--- config.mk ---
export PLATFORM = sky130hd
export DESIGN_NAME = m68k_wb_bridge_flat
export DESIGN_NICKNAME = d
export VERILOG_FILES = /design/src/rtl/m68k_wb_bridge_pkg.sv /design/src/rtl/m68k_wb_bridge_if.sv /design/src/rtl/m68k_wb_bridge.sv /design/src/flat_wrapper.sv
export SDC_FILE = /design/constraint.sdc
export NUM_CORES = 1
export LEC_CHECK = 0
export CORE_ASPECT_RATIO = 1.75
export CORE_MARGIN = 4
export CORE_UTILIZATION = 40
export CTS_BUF_LIST = sky130_fd_sc_hd__clkbuf_2 sky130_fd_sc_hd__clkbuf_4 sky130_fd_sc_hd__clkbuf_8
export CTS_CLUSTER_SIZE = 20
export DETAILED_ROUTE_END_ITERATION = 6
export GPL_TIMING_DRIVEN = 0
export PLACE_DENSITY_LB_ADDON = 0.1
export SLEW_MARGIN = 20
export SYNTH_ARGS = -nofsm -noshare
export SYNTH_HDL_FRONTEND = slang
export SYNTH_SLANG_ARGS = --single-unit
--- constraint.sdc ---
create_clock -name CLK_I -period 1.78 [get_ports CLK_I]
set_input_delay 0.356 -clock CLK_I [delete_from_list [all_inputs] [get_ports CLK_I]]
set_output_delay 0.356 -clock CLK_I [all_outputs]
set_load 0.02 [all_outputs]
--- src/rtl/m68k_wb_bridge_pkg.sv ---
// Shared types and helpers for the 68000-to-Wishbone bridge.
package m68kwb_pkg;

  typedef enum logic [1:0] {
    IDLE        = 2'd0,
    STROBE_WAIT = 2'd1,
    BUS         = 2'd2,
    DONE        = 2'd3
  } state_t;

  localparam logic [3:0] SEL_NONE = 4'b0000;

  // Big-endian lane mapping: the even 16-bit half (h=0) sits on the upper Wishbone lanes.
  function automatic logic [3:0] sel_from_strobes(input logic h, input logic uds_n,
                                                  input logic lds_n);
    logic [1:0] pair;
    pair = {~uds_n, ~lds_n};
    return h ? {2'b00, pair} : {pair, 2'b00};
  endfunction

endpackage

--- src/rtl/m68k_wb_bridge_if.sv ---
// 68000 bus and Wishbone classic bus signals seen by the bridge.
interface m68k_wb_bridge_if #(
  parameter int unsigned AW = 24
);
  logic [AW-1:1] M68K_ADR_I;
  logic [15:0]   M68K_DAT_I;
  logic [15:0]   M68K_DAT_O;
  logic          AS_N_I;
  logic          UDS_N_I;
  logic          LDS_N_I;
  logic          RW_I;
  logic          DTACK_N_O;
  logic          BERR_N_O;
  logic [AW-1:0] ADR_O;
  logic [31:0]   DAT_O;
  logic [31:0]   DAT_I;
  logic [3:0]    SEL_O;
  logic          CYC_O;
  logic          STB_O;
  logic          WE_O;
  logic          ACK_I;
  logic          ERR_I;

  modport master (
    input  M68K_ADR_I, M68K_DAT_I, AS_N_I, UDS_N_I, LDS_N_I, RW_I, DAT_I, ACK_I, ERR_I,
    output M68K_DAT_O, DTACK_N_O, BERR_N_O, ADR_O, DAT_O, SEL_O, CYC_O, STB_O, WE_O
  );

  modport slave (
    output M68K_ADR_I, M68K_DAT_I, AS_N_I, UDS_N_I, LDS_N_I, RW_I, DAT_I, ACK_I, ERR_I,
    input  M68K_DAT_O, DTACK_N_O, BERR_N_O, ADR_O, DAT_O, SEL_O, CYC_O, STB_O, WE_O
  );
endinterface

--- src/rtl/m68k_wb_bridge.sv ---
// One 68000 bus cycle -> one Wishbone classic single cycle with byte selects.
// Optional bus watchdog enabled by defining M68K_WB_TIMEOUT_EN.
module m68k_wb_bridge
  import m68kwb_pkg::*;
#(
  parameter int unsigned AW      = 24,
  parameter int unsigned TIMEOUT = 15
) (
  input  logic            CLK_I,
  input  logic            RST_I,
  m68k_wb_bridge_if.master bus
);

  if (TIMEOUT == 0) begin : g_bad_timeout
    $error("TIMEOUT must be at least 1");
  end

  state_t      state;
  logic        abort_q;
  logic        h_q;
  logic        strobe_c;
  logic        start_c;
  logic        abort_c;
  logic        done_c;
  logic        timeout_c;
  logic        read_ack_c;
  logic        hi_en_c;
  logic        lo_en_c;
  logic [15:0] half_c;
  logic [15:0] rdata_c;

  assign strobe_c   = ~bus.UDS_N_I | ~bus.LDS_N_I;
  assign start_c    = ((state == IDLE) || (state == STROBE_WAIT)) && !bus.AS_N_I && strobe_c;
  // Once AS has been seen high during BUS the CPU has walked away; finish silently.
  assign abort_c    = abort_q | bus.AS_N_I;
  assign done_c     = bus.ACK_I | bus.ERR_I | timeout_c;
  assign read_ack_c = (state == BUS) && bus.ACK_I && !bus.ERR_I && !abort_c && !bus.WE_O;

  // Pick the addressed half and zero any byte lane the CPU did not strobe.
  assign half_c  = h_q ? bus.DAT_I[15:0] : bus.DAT_I[31:16];
  assign hi_en_c = h_q ? bus.SEL_O[1] : bus.SEL_O[3];
  assign lo_en_c = h_q ? bus.SEL_O[0] : bus.SEL_O[2];
  assign rdata_c = {hi_en_c ? half_c[15:8] : 8'h00, lo_en_c ? half_c[7:0] : 8'h00};

`ifdef M68K_WB_TIMEOUT_EN
  localparam int unsigned CW = $clog2(TIMEOUT + 1);
  logic [CW-1:0] cnt_q;

  assign timeout_c = (state == BUS) && (cnt_q == CW'(TIMEOUT - 1));

  always_ff @(posedge CLK_I or negedge RST_I) begin
    if (!RST_I)              cnt_q <= '0;
    else if (start_c)        cnt_q <= '0;
    else if (state == BUS)   cnt_q <= cnt_q + CW'(1);
  end
`else
  assign timeout_c = 1'b0;
`endif

  // Control FSM with registered bus outputs.
  always_ff @(posedge CLK_I or negedge RST_I) begin
    if (!RST_I) begin
      state         <= IDLE;
      abort_q       <= 1'b0;
      bus.CYC_O     <= 1'b0;
      bus.STB_O     <= 1'b0;
      bus.WE_O      <= 1'b0;
      bus.SEL_O     <= SEL_NONE;
      bus.DTACK_N_O <= 1'b1;
      bus.BERR_N_O  <= 1'b1;
    end else begin
      case (state)
        IDLE, STROBE_WAIT: begin
          if (start_c) begin
            state     <= BUS;
            abort_q   <= 1'b0;
            bus.CYC_O <= 1'b1;
            bus.STB_O <= 1'b1;
            bus.WE_O  <= ~bus.RW_I;
            bus.SEL_O <= sel_from_strobes(bus.M68K_ADR_I[1], bus.UDS_N_I, bus.LDS_N_I);
          end else if (bus.AS_N_I) begin
            state <= IDLE;
          end else begin
            state <= STROBE_WAIT;
          end
        end
        BUS: begin
          if (done_c) begin
            abort_q   <= 1'b0;
            bus.CYC_O <= 1'b0;
            bus.STB_O <= 1'b0;
            bus.WE_O  <= 1'b0;
            bus.SEL_O <= SEL_NONE;
            if (abort_c) begin
              state <= IDLE;
            end else begin
              state <= DONE;
              if (bus.ERR_I || !bus.ACK_I) bus.BERR_N_O  <= 1'b0;
              else                         bus.DTACK_N_O <= 1'b0;
            end
          end else begin
            abort_q <= abort_c;
          end
        end
        DONE: begin
          if (bus.AS_N_I) begin
            state         <= IDLE;
            bus.DTACK_N_O <= 1'b1;
            bus.BERR_N_O  <= 1'b1;
          end
        end
        default: state <= IDLE;
      endcase
    end
  end

  // Address/data capture on entry to BUS and read-data capture at ACK.
  always_ff @(posedge CLK_I or negedge RST_I) begin
    if (!RST_I) begin
      h_q            <= 1'b0;
      bus.ADR_O      <= '0;
      bus.DAT_O      <= '0;
      bus.M68K_DAT_O <= '0;
    end else begin
      if (start_c) begin
        h_q       <= bus.M68K_ADR_I[1];
        bus.ADR_O <= {bus.M68K_ADR_I[AW-1:2], 2'b00};
        bus.DAT_O <= {bus.M68K_DAT_I, bus.M68K_DAT_I};
      end
      if (read_ack_c) bus.M68K_DAT_O <= rdata_c;
    end
  end

endmodule

--- src/flat_wrapper.sv ---
// flat-port wrapper written by rule: the top's interface ports become plain ports
module m68k_wb_bridge_flat import m68kwb_pkg::*;
#(
  parameter int unsigned AW      = 24,
  parameter int unsigned TIMEOUT = 15
)
  (CLK_I, RST_I, bus_M68K_ADR_I, bus_M68K_DAT_I, bus_AS_N_I, bus_UDS_N_I, bus_LDS_N_I, bus_RW_I, bus_DAT_I, bus_ACK_I, bus_ERR_I, bus_M68K_DAT_O, bus_DTACK_N_O, bus_BERR_N_O, bus_ADR_O, bus_DAT_O, bus_SEL_O, bus_CYC_O, bus_STB_O, bus_WE_O);
  m68k_wb_bridge_if #(.AW(AW)) bus_i ();
  input  logic CLK_I;
  input  logic RST_I;
  input wire logic [$bits(bus_i.M68K_ADR_I)-1:0] bus_M68K_ADR_I;
  input wire logic [$bits(bus_i.M68K_DAT_I)-1:0] bus_M68K_DAT_I;
  input wire logic [$bits(bus_i.AS_N_I)-1:0] bus_AS_N_I;
  input wire logic [$bits(bus_i.UDS_N_I)-1:0] bus_UDS_N_I;
  input wire logic [$bits(bus_i.LDS_N_I)-1:0] bus_LDS_N_I;
  input wire logic [$bits(bus_i.RW_I)-1:0] bus_RW_I;
  input wire logic [$bits(bus_i.DAT_I)-1:0] bus_DAT_I;
  input wire logic [$bits(bus_i.ACK_I)-1:0] bus_ACK_I;
  input wire logic [$bits(bus_i.ERR_I)-1:0] bus_ERR_I;
  output wire logic [$bits(bus_i.M68K_DAT_O)-1:0] bus_M68K_DAT_O;
  output wire logic [$bits(bus_i.DTACK_N_O)-1:0] bus_DTACK_N_O;
  output wire logic [$bits(bus_i.BERR_N_O)-1:0] bus_BERR_N_O;
  output wire logic [$bits(bus_i.ADR_O)-1:0] bus_ADR_O;
  output wire logic [$bits(bus_i.DAT_O)-1:0] bus_DAT_O;
  output wire logic [$bits(bus_i.SEL_O)-1:0] bus_SEL_O;
  output wire logic [$bits(bus_i.CYC_O)-1:0] bus_CYC_O;
  output wire logic [$bits(bus_i.STB_O)-1:0] bus_STB_O;
  output wire logic [$bits(bus_i.WE_O)-1:0] bus_WE_O;
  assign bus_i.M68K_ADR_I = bus_M68K_ADR_I;
  assign bus_i.M68K_DAT_I = bus_M68K_DAT_I;
  assign bus_i.AS_N_I = bus_AS_N_I;
  assign bus_i.UDS_N_I = bus_UDS_N_I;
  assign bus_i.LDS_N_I = bus_LDS_N_I;
  assign bus_i.RW_I = bus_RW_I;
  assign bus_i.DAT_I = bus_DAT_I;
  assign bus_i.ACK_I = bus_ACK_I;
  assign bus_i.ERR_I = bus_ERR_I;
  assign bus_M68K_DAT_O = bus_i.M68K_DAT_O;
  assign bus_DTACK_N_O = bus_i.DTACK_N_O;
  assign bus_BERR_N_O = bus_i.BERR_N_O;
  assign bus_ADR_O = bus_i.ADR_O;
  assign bus_DAT_O = bus_i.DAT_O;
  assign bus_SEL_O = bus_i.SEL_O;
  assign bus_CYC_O = bus_i.CYC_O;
  assign bus_STB_O = bus_i.STB_O;
  assign bus_WE_O = bus_i.WE_O;
  m68k_wb_bridge #(.AW(AW), .TIMEOUT(TIMEOUT)) u_core (.CLK_I(CLK_I), .RST_I(RST_I), .bus(bus_i));
endmodule
==> results of run 1 <==
state kept, by name, summed over array words and instances (netlist names):
signal	count
u_core.state	2
u_core.bus.SEL_O	4
u_core.h_q	1
u_core.bus.CYC_O	1
u_core.bus.M68K_DAT_O	16
u_core.bus.BERR_N_O	1
u_core.bus.ADR_O	22
u_core.bus.DAT_O	16
u_core.abort_q	1
u_core.bus.WE_O	1
u_core.bus.DTACK_N_O	1
placed cells by master, fill, tap and decap left out, drive strengths merged:
master and count:
dlygate4sd2 17, a22o 17, a21oi 2, clkinv 1, buf 28, dlymetal6s2s 4
nand2b 1, dlygate4sd3 1, o22ai 1, nand3 3, conb 2, dfrtp 64
and2 2, a32o 3, o21ai 2, clkdlybuf4s50 134, o221a 1, nor2b 5
nor2 3, dfstp 2, inv 4, a21o 2, a31oi 2, mux2 55
nand4b 1, nand2 3, clkbuf 17, nor3b 1, bufinv 1, a211oi 2
or2 1
cell families (layout without fill, tap and decap cells):
logic type,after synthesis,count (layout),synth area share
compound gates,32,32,0.08835
mux,55,55,0.2241
other cells,1,2,0.001279
flops,66,66,0.5642
buf+inv,34,207,0.07554
simple gates,20,20,0.04652
through the flow:
stage | power, uW | hold WS, ns | TNS [ns]
after global placement | 5472 | 0.4878 | -135.64
after CTS | 6760 | 0.2680 | 0
after detailed placement | 5535 | 0.2871 | -11.77
final | 6660 | 0.2874 | 0
after floorplan | 3940 | 0.06041 | 0
after global routing | 7013 | 0.3145 | 0
cell type report:
class                      instances  area (sq um)
buffer                            30         209.0
tap                               86         107.6
clock inverter                     2         35.03
fill                             571          2351
timing repair buffer             158          1578
multi-input combinational        109          1060
sequential                        66          1654
inverter                           4         15.01
clock buffer                      13         172.7
power groups by stage:
stage | clock [uW] | combinational [uW] | sequential (uW)
floorplan | 0 | 1090 | 2850
global placement | 0 | 3160 | 2310
detailed placement | 0 | 3200 | 2340
CTS | 1350 | 3100 | 2310
global route | 1410 | 3220 | 2370
finish | 1310 | 3050 | 2300
final timing paths:
path	start	endpoint	slack [ns]	cells past startpoint
worst max-delay path	u_core.bus.SEL_O[0]	bus_SEL_O[0]	0.05	1
worst min-delay path	bus_AS_N_I	u_core.state[0]	0.29	2
worst max register to register	u_core.state[1]	u_core.bus.M68K_DAT_O[7]	0.12	4
worst min register to register	u_core.bus.ADR_O[20]	u_core.bus.ADR_O[20]	0.50	1
max in group asynchronous	RST_I	u_core.bus.M68K_DAT_O[9]	0.77	3
min in group asynchronous	RST_I	u_core.bus.DAT_O[29]	0.48	2
per-layer routing:
metal | vias up | part of all wire | GRT usage
li1 | 1063 | - | -
met1 | 1108 | 0.35 | 0.1971
met2 | 102 | 0.55 | 0.3117
met3 | 13 | 0.081 | 0.04975
met4 | 0 | 0.021 | 0.08776
met5 | - | 0 | 0
what timing repair did:
item / CTS / global route
endpoints found under the hold margin: 22 / 0
endpoints found under the setup margin: 17 / 27
resized for setup: 17 / 6
hold buffers: 1 / 0
==> flow_summary.yaml, run 1 <==
clock_tree:
  clock_sinks: 66
  cts_buffer_depth: 2
  cts_inserted_buffers: 9
  cts_tree: "done"
  clk_pin_slew_ns: 0.07
  cts_post_setup_buffers_inserted: 0
  cts-htree-levels: 3
  clock_latency_of_the_later_clocked_register_in_the_worst_skew_pair_ns: 0.35
  clock-root-buffer: "sky130_fd_sc_hd__clkbuf_8"
floorplan:
  start_util: 0.4082
  die_area_sq_um: 8817
  design.portCount: 160
  die_width_microns: 72.72
  floorplan.rows: 41
  coreArea_sq_um: 7182
  die_h_microns: 121.3
power_and_ir_drop:
  sw_frac_of_total: 0.3348
  power_frac_comb: 0.457
  part_of_the_total_power_dissipated_in_the_clock_network: 0.197
  pwr_density_cell_nw_per_um2: 1379
  max-vdd-ir-drop_mv: 0.7895
  p_seq_frac: 0.346
  internal-power_uw: 4431
  switching_power_uw: 2230
  power.static_leakage_uw: 0.002201
place:
  setup_slack_placement_ns: -0.3417
  placed_area_sq_um: 4622
  gp_routability_congestion: 0.7566
  dp_cells: 452
  detailedPlacementHpwl_microns: 6067
  io_buffer_count: 156
synthesis:
  synth_enable_flop_cells: 0
  netlist.top_cell.by_area: "sky130_fd_sc_hd__dfrtp_1"
  number_of_synthesized_register_bits: 66
  netlist_top_cells_count: "64 x sky130_fd_sc_hd__dfrtp_1, 45 x sky130_fd_sc_hd__mux2_2, 22 x sky130_fd_sc_hd__buf_4, 17 x sky130_fd_sc_hd__a22o_1, 10 x sky130_fd_sc_hd__mux2_4"
  yosysTopAreaCellShare: 0.5463
  yosysWarnings: 0
  avgSynthCellArea_sq_um: 14.09
  synth.most_common_cell: "sky130_fd_sc_hd__dfrtp_1"
  postSynthCellCount: 208
  synth_top_flop_cell: "sky130_fd_sc_hd__dfrtp_1"
  synth_cell_type_count: 28
  async_reset_ff_frac: 1.000
  yosysSeqAreaShare: 0.5642
  cell_area_after_synthesis_sq_um: 2932
  synth_top_cells_by_area: "sky130_fd_sc_hd__dfrtp_1 55%, sky130_fd_sc_hd__mux2_2 17%, sky130_fd_sc_hd__buf_4 5.6%"
timing:
  hold_violations: 0
  postLayoutSetupSlackWorst_ns: 0.04501
  final.setup_skew_ns: 0.007538
  max_freq_mhz: 576.4
  layout_min_cycle_time_ns: 1.735
  maxSlewViolCount: 0
  post-route-period-util: 0.9747
  setup_viol: 0
  setup_repair_after_global_routing_missed_its_margin: "false"
grt:
  grt_start_max_net_pins: 43
  grt_pass1_vias: 2385
  number_of_antenna_violations_at_the_first_check_in_global_routing: 0
  grt_first_pass_wirelength_microns: 12010
  globalRoute.totalOverflow: 0
  grt_use_total: 0.1800
drt:
  routed_wirelength_microns: 7717
  drt_drc_violations_left: 0
  detailroute.via_count: 2286
  detail-route-antenna-nets: 0
  drt_iter0_drc: 77
  firstDrtPassIters: 4
  detail_route.wl_per_cell_microns: 16.49
  viasPerCell: 4.885
job:
  drv_cap: 0
layout:
  final_net_count: 457
  final_design_area_no_fill_sq_um: 4831
  layoutNonFillerInstCount: 468
  antenna_cells_inserted: 0
  area_overhead_of_the_layout_relative_to_synthesis_pct: 64.79
  post_route_cells_drive_above_1_share: 0.2723
  utilization: 0.6726
critical_path:
  worst_setup_path_end_kind: "primary output"
  crit_path_start_kind: "register"
  worstSetupPathType: "register to primary output"
  crit_arrival_ns: 1.38
  critPathTopFamily: "buffers and inverters"
  crit_path_cell_trace: "clkdlybuf4s50_1"
  critical_path.n_buffers_inverters: 1
  cpMaxStageDelayCell: "sky130_fd_sc_hd__clkdlybuf4s50_1"
  slowest_delay_ns: 0.64
  critPathRequiredTime_ns: 1.42
  cp_max_fo: 4
status:
  result_of_the_run: "complete, no violations"
hold_path:
  type_of_the_tightest_min_delay_check: "input port to register"
Power figures use the tool's default switching activity.
==> run 2: changes to the inputs <==
- GPL_TIMING_DRIVEN: 0 -> 1
==> flow_summary.yaml, run 2 (synthesized netlist as in run 1, its figures left out) <==
status:
  result_of_the_run: "complete, no violations"
critical_path:
  slowest_delay_ns: 0.65
  crit_path_start_kind: "register"
  critPathTopFamily: "buffers and inverters"
  critical_path.n_buffers_inverters: 1
  worst_setup_path_end_kind: "primary output"
  critPathRequiredTime_ns: 1.42
  crit_arrival_ns: 1.38
  worstSetupPathType: "register to primary output"
  cp_max_fo: 4
  crit_path_cell_trace: "clkdlybuf4s50_1"
  cpMaxStageDelayCell: "sky130_fd_sc_hd__clkdlybuf4s50_1"
layout:
  post_route_cells_drive_above_1_share: 0.2541
  final_common_cell: "sky130_fd_sc_hd__clkdlybuf4s50_1"
  top_regs: "u_core.bus.ADR_O (22), u_core.bus.DAT_O (16), u_core.bus.M68K_DAT_O (16)"
  layout.filler_cells: 582
  most_frequent_cells_in_the_layout: "151 x sky130_fd_sc_hd__clkdlybuf4s50_1, 64 x sky130_fd_sc_hd__dfrtp_1, 45 x sky130_fd_sc_hd__mux2_2"
  area_overhead_of_the_layout_relative_to_synthesis_pct: 62.65
  layoutNonFillerInstCount: 452
  final_net_count: 440
  antenna_cells_inserted: 0
  largest_register_ff_count: 22
  registers.top_by_ff_count: "u_core.bus.ADR_O"
drt:
  routed_wirelength_microns: 7436
  drt_drc_violations_left: 0
  viasPerCell: 4.861
  detail_route.wl_per_cell_microns: 16.45
  firstDrtPassIters: 4
  detailroute.via_count: 2197
  detail-route-antenna-nets: 0
  drt_iter0_drc: 91
power_and_ir_drop:
  power_frac_comb: 0.447
  sw_frac_of_total: 0.3330
  internal-power_uw: 4432
  max-vdd-ir-drop_mv: 0.8168
  part_of_the_total_power_dissipated_in_the_clock_network: 0.206
  pwr_density_cell_nw_per_um2: 1393
  p_seq_frac: 0.347
  power.static_leakage_uw: 0.002122
  switching_power_uw: 2213
floorplan:
  die_h_microns: 121.3
  design.portCount: 160
  die_area_sq_um: 8817
  coreArea_sq_um: 7182
  die_width_microns: 72.72
  start_util: 0.4082
  floorplan.rows: 41
timing:
  hold_ws_ns: 0.03918
  timing.slew.headroom: 0.6128
  layout_min_cycle_time_ns: 1.736
  hold_violations: 0
  maxSlewViolCount: 0
  tightestPinTransition_ns: 0.5795
  max_freq_mhz: 576.1
  setup_repair_after_global_routing_missed_its_margin: "false"
  setup_viol: 0
  post-route-period-util: 0.9752
  final.setup_skew_ns: 0.004510
clock_tree:
  clock_latency_of_the_later_clocked_register_in_the_worst_skew_pair_ns: 0.34
  clock-root-buffer: "sky130_fd_sc_hd__clkbuf_8"
  cts_tree: "done"
  cts-htree-levels: 3
  cts_hold_repair.buffers: 0
  cts_buffer_depth: 2
  clock_sinks: 66
  cts_inserted_buffers: 9
  clk_pin_slew_ns: 0.06
grt:
  globalRoute.totalOverflow: 0
  grt_use_total: 0.1749
  grt_start_max_net_pins: 36
  grt_pass1_vias: 2394
  grt_first_pass_wirelength_microns: 11640
  number_of_antenna_violations_at_the_first_check_in_global_routing: 0
place:
  io_buffer_count: 157
  dp_cells: 436
  detailedPlacementHpwl_microns: 5884
  gp_routability_congestion: 0.7888
hold_path:
  type_of_the_tightest_min_delay_check: "input port to asynchronous set/reset pin"
job:
  drv_cap: 0
run 2: cell count changes in the layout (fill, tap and decap cells not counted), sizes merged:
cell           previous run  this run
buf                      28        15
bufinv                    1         2
clkbuf                   17        10
clkdlybuf4s50           134       151
clkinv                    1         4
dlygate4sd2              17         2
dlygate4sd3               1         0
dlymetal6s2s              4         3
run 2: repair_timing:
item / 4_1_cts / 5_1_grt
setup endpoints to repair: 2 / 3
resized for setup: 2 / 3
setup buffers: 0 / 0
run 2: power by group through the flow:
stage	clock, uW	combinational, uW	sequential (uW)
after floorplan	0	1090	2850
after global placement	0	2990	2320
after detailed placement	0	3030	2340
after CTS	1410	3020	2320
after global routing	1490	3140	2390
final	1370	2970	2310
run 2: layer usage:
layer	global-route usage	up-vias	wire [microns]
li1	-	1024	-
met2	0.3088	95	4045
met1	0.1837	1067	2604
met4	0.08083	0	147
met3	0.05473	11	638
met5	0	-	0
run 2: layout make-up:
type | instances | area (sq um) | area share
Clock buffer | 10 | 137.6 | 0.02886
Inverter | 4 | 15.01 | 0.003149
Timing Repair Buffer | 171 | 1702 | 0.3569
Sequential cell | 66 | 1654 | 0.3469
Tap cell | 86 | 107.6 | 0.02257
Multi-Input combinational cell | 109 | 1072 | 0.2249
Clock inverter | 6 | 80.08 | 0.01679
run 2: final timing paths:
kind	startpoint	end	slack, ns	cells after the start
setup / recovery	u_core.bus.SEL_O[1]	bus_SEL_O[1]	0.04	1
hold / removal	RST_I	u_core.bus.DAT_O[24]	0.04	2
setup reg to reg	u_core.state[1]	u_core.bus.M68K_DAT_O[3]	0.20	4
hold reg to reg	u_core.bus.ADR_O[18]	u_core.bus.ADR_O[18]	0.51	1
max in group asynchronous	RST_I	u_core.bus.BERR_N_O	1.39	2
min in group CLK_I	u_core.bus.ADR_O[18]	u_core.bus.ADR_O[18]	0.51	1
run 2: metrics by stage:
stage	utilization	area (sq um)	worst slack [ns]	power, uW	TNS, ns
after global placement	0.6329	4546	-0.1148	5314	-4.980
after detailed placement	0.6329	4546	-0.1805	5371	-7.096
after floorplan	-	2935	0.2229	3940	0
after CTS	0.6629	4761	0.01405	6747	0
after global routing	0.6639	4768	0.001633	7010	0
final	0.6639	4768	0.04416	6645	0
run 2: worst reg2reg max path, cell delays in order, from the launching register on:
cell and delay, ns:
sky130_fd_sc_hd__dfrtp_1 0.51, sky130_fd_sc_hd__nor3b_4 0.33, sky130_fd_sc_hd__nand4b_4 0.14, sky130_fd_sc_hd__buf_12 0.18, sky130_fd_sc_hd__mux2_4 0.31
==> run 3: changes to the inputs <==
- HOLD_SLACK_MARGIN: unset -> 0.1
==> flow_summary.yaml, run 3 (synthesized netlist as in run 1, its figures left out) <==
floorplan:
  die_width_microns: 72.72
  floorplan.rows: 41
  coreArea_sq_um: 7182
  die_area_sq_um: 8817
  design.portCount: 160
  start_util: 0.4082
  die_h_microns: 121.3
power_and_ir_drop:
  max-vdd-ir-drop_mv: 0.8168
  sw_frac_of_total: 0.3331
  pwr_density_cell_nw_per_um2: 1391
  power_frac_comb: 0.447
  report.power.total_uw: 6647
  p_seq_frac: 0.347
  internal-power_uw: 4433
  switching_power_uw: 2214
  power.static_leakage_uw: 0.002126
  part_of_the_total_power_dissipated_in_the_clock_network: 0.206
drt:
  routed_wirelength_microns: 7470
  detail-route-antenna-nets: 0
  detail_route.wl_per_cell_microns: 16.49
  drt_drc_violations_left: 0
  drt_iter0_drc: 84
  firstDrtPassIters: 4
  detailroute.via_count: 2199
  viasPerCell: 4.854
clock_tree:
  clock_latency_of_the_later_clocked_register_in_the_worst_skew_pair_ns: 0.34
  cts_tree: "done"
  clock-root-buffer: "sky130_fd_sc_hd__clkbuf_8"
  cts-htree-levels: 3
  cts_buffer_depth: 2
  cts_post_setup_buffers_inserted: 0
  clock_sinks: 66
  clk_pin_slew_ns: 0.07
  cts_inserted_buffers: 9
timing:
  maxSlewViolCount: 0
  max_freq_mhz: 576.1
  hold_violations: 0
  post-route-period-util: 0.9752
  setup_viol: 0
  layout_min_cycle_time_ns: 1.736
  timing.slew.headroom: 0.6128
  final.setup_skew_ns: 0.004510
  tightestPinTransition_ns: 0.5795
  setup_repair_after_global_routing_missed_its_margin: "false"
critical_path:
  crit_path_cell_trace: "clkdlybuf4s50_1"
  worstSetupPathType: "register to primary output"
  crit_arrival_ns: 1.38
  cp_max_fo: 4
  worst-r2r-cell-count: 4
  critPathTopFamily: "buffers and inverters"
  slowest_delay_ns: 0.65
  critical_path.n_buffers_inverters: 1
  r2r_slack_ns: 0.20
  critPathRequiredTime_ns: 1.42
  crit_path_start_kind: "register"
  worst_setup_path_end_kind: "primary output"
  crit-reg2reg-launch: "u_core.state[1]"
  cpMaxStageDelayCell: "sky130_fd_sc_hd__clkdlybuf4s50_1"
  path_depth: 1
  reg_to_reg_endpoint: "u_core.bus.M68K_DAT_O[3]"
layout:
  utilization: 0.6653
  multiInputGateArea_sq_um: 1072
  final_common_cell: "sky130_fd_sc_hd__clkdlybuf4s50_1"
  area.sequential_sq_um: 1654
  antenna_cells_inserted: 0
  largest_register_ff_count: 22
  top_regs: "u_core.bus.ADR_O (22), u_core.bus.DAT_O (16), u_core.bus.M68K_DAT_O (16)"
  layout.filler_cells: 581
  final_net_count: 441
  most_frequent_cells_in_the_layout: "151 x sky130_fd_sc_hd__clkdlybuf4s50_1, 64 x sky130_fd_sc_hd__dfrtp_1, 45 x sky130_fd_sc_hd__mux2_2"
  post_route_cells_drive_above_1_share: 0.2534
  area_overhead_of_the_layout_relative_to_synthesis_pct: 63.00
  registers.top_by_ff_count: "u_core.bus.ADR_O"
grt:
  grt_pass1_vias: 2395
  grt_first_pass_wirelength_microns: 11670
  grt_start_max_net_pins: 36
  number_of_antenna_violations_at_the_first_check_in_global_routing: 0
  globalRoute.totalOverflow: 0
  grt_use_total: 0.1756
place:
  gp_routability_congestion: 0.7888
  detailedPlacementHpwl_microns: 5884
  io_buffer_count: 157
status:
  result_of_the_run: "complete, no violations"
hold_path:
  hold_depth: 1
  type_of_the_tightest_min_delay_check: "register to register"
  hold_path_startpoint: "u_core.bus.ADR_O[18]"
  min_delay_worst_endpoint: "u_core.bus.ADR_O[18]"
job:
  drv_cap: 0
run 3: changes by cell type in the layout (fill, tap and decap cells not counted), sizes merged:
cell,previous run,this run
dlygate4sd3,0,1
run 3: metrics by stage:
stage,hold slack [ns],setup TNS (ns),cells,setup WS (ns),area [sq um]
CTS,0.5083,0,453,0.01405,4771
finish,0.5055,0,453,0.04416,4778
detailed placement,0.4132,-7.096,436,-0.1805,4546
global route,0.5145,0,453,0.001633,4778
floorplan,0.06041,0,209,0.2229,2935
global placement,0.4083,-4.980,436,-0.1148,4546
run 3: how the worst max path moves through the flow:
stage | startpoint | end
final | u_core.bus.SEL_O[1] | bus_SEL_O[1]
after global routing | u_core.bus.SEL_O[1] | bus_SEL_O[1]
after CTS | u_core.bus.SEL_O[1] | bus_SEL_O[1]
after detailed placement | bus_LDS_N_I | u_core.bus.ADR_O[16]
after global placement | bus_LDS_N_I | u_core.bus.ADR_O[17]
after floorplan | bus_AS_N_I | u_core.bus.ADR_O[19]
run 3: layer usage:
| layer | share of wire | track usage | vias to the layer above |
|---|---|---|---|
| met5 | 0 | 0 | - |
| met4 | 0.020 | 0.08083 | 0 |
| met3 | 0.084 | 0.05473 | 11 |
| met2 | 0.54 | 0.3111 | 95 |
| met1 | 0.35 | 0.1837 | 1067 |
| li1 | - | - | 1026 |
run 3: power by group through the flow:
stage | sequential (uW) | combinational (uW) | clock, uW
floorplan | 2850 | 1090 | 0
global placement | 2320 | 2990 | 0
detailed placement | 2340 | 3030 | 0
CTS | 2320 | 3020 | 1410
global route | 2390 | 3140 | 1490
finish | 2310 | 2970 | 1370
run 3: timing repair:
item                       4_1_cts  5_1_grt
gates resized for setup          2        3
setup endpoints to repair        2        3
hold buffers                     1        0
hold endpoints to repair        64        0
run 3: layout make-up:
class                   count  area share
clock buffers              10     0.02880
multi-input cells         109      0.2244
inverters                   4    0.003142
well taps                  86     0.02252
flip-flops and latches     66      0.3462
clock inverters             6     0.01676
repair buffers            172      0.3582
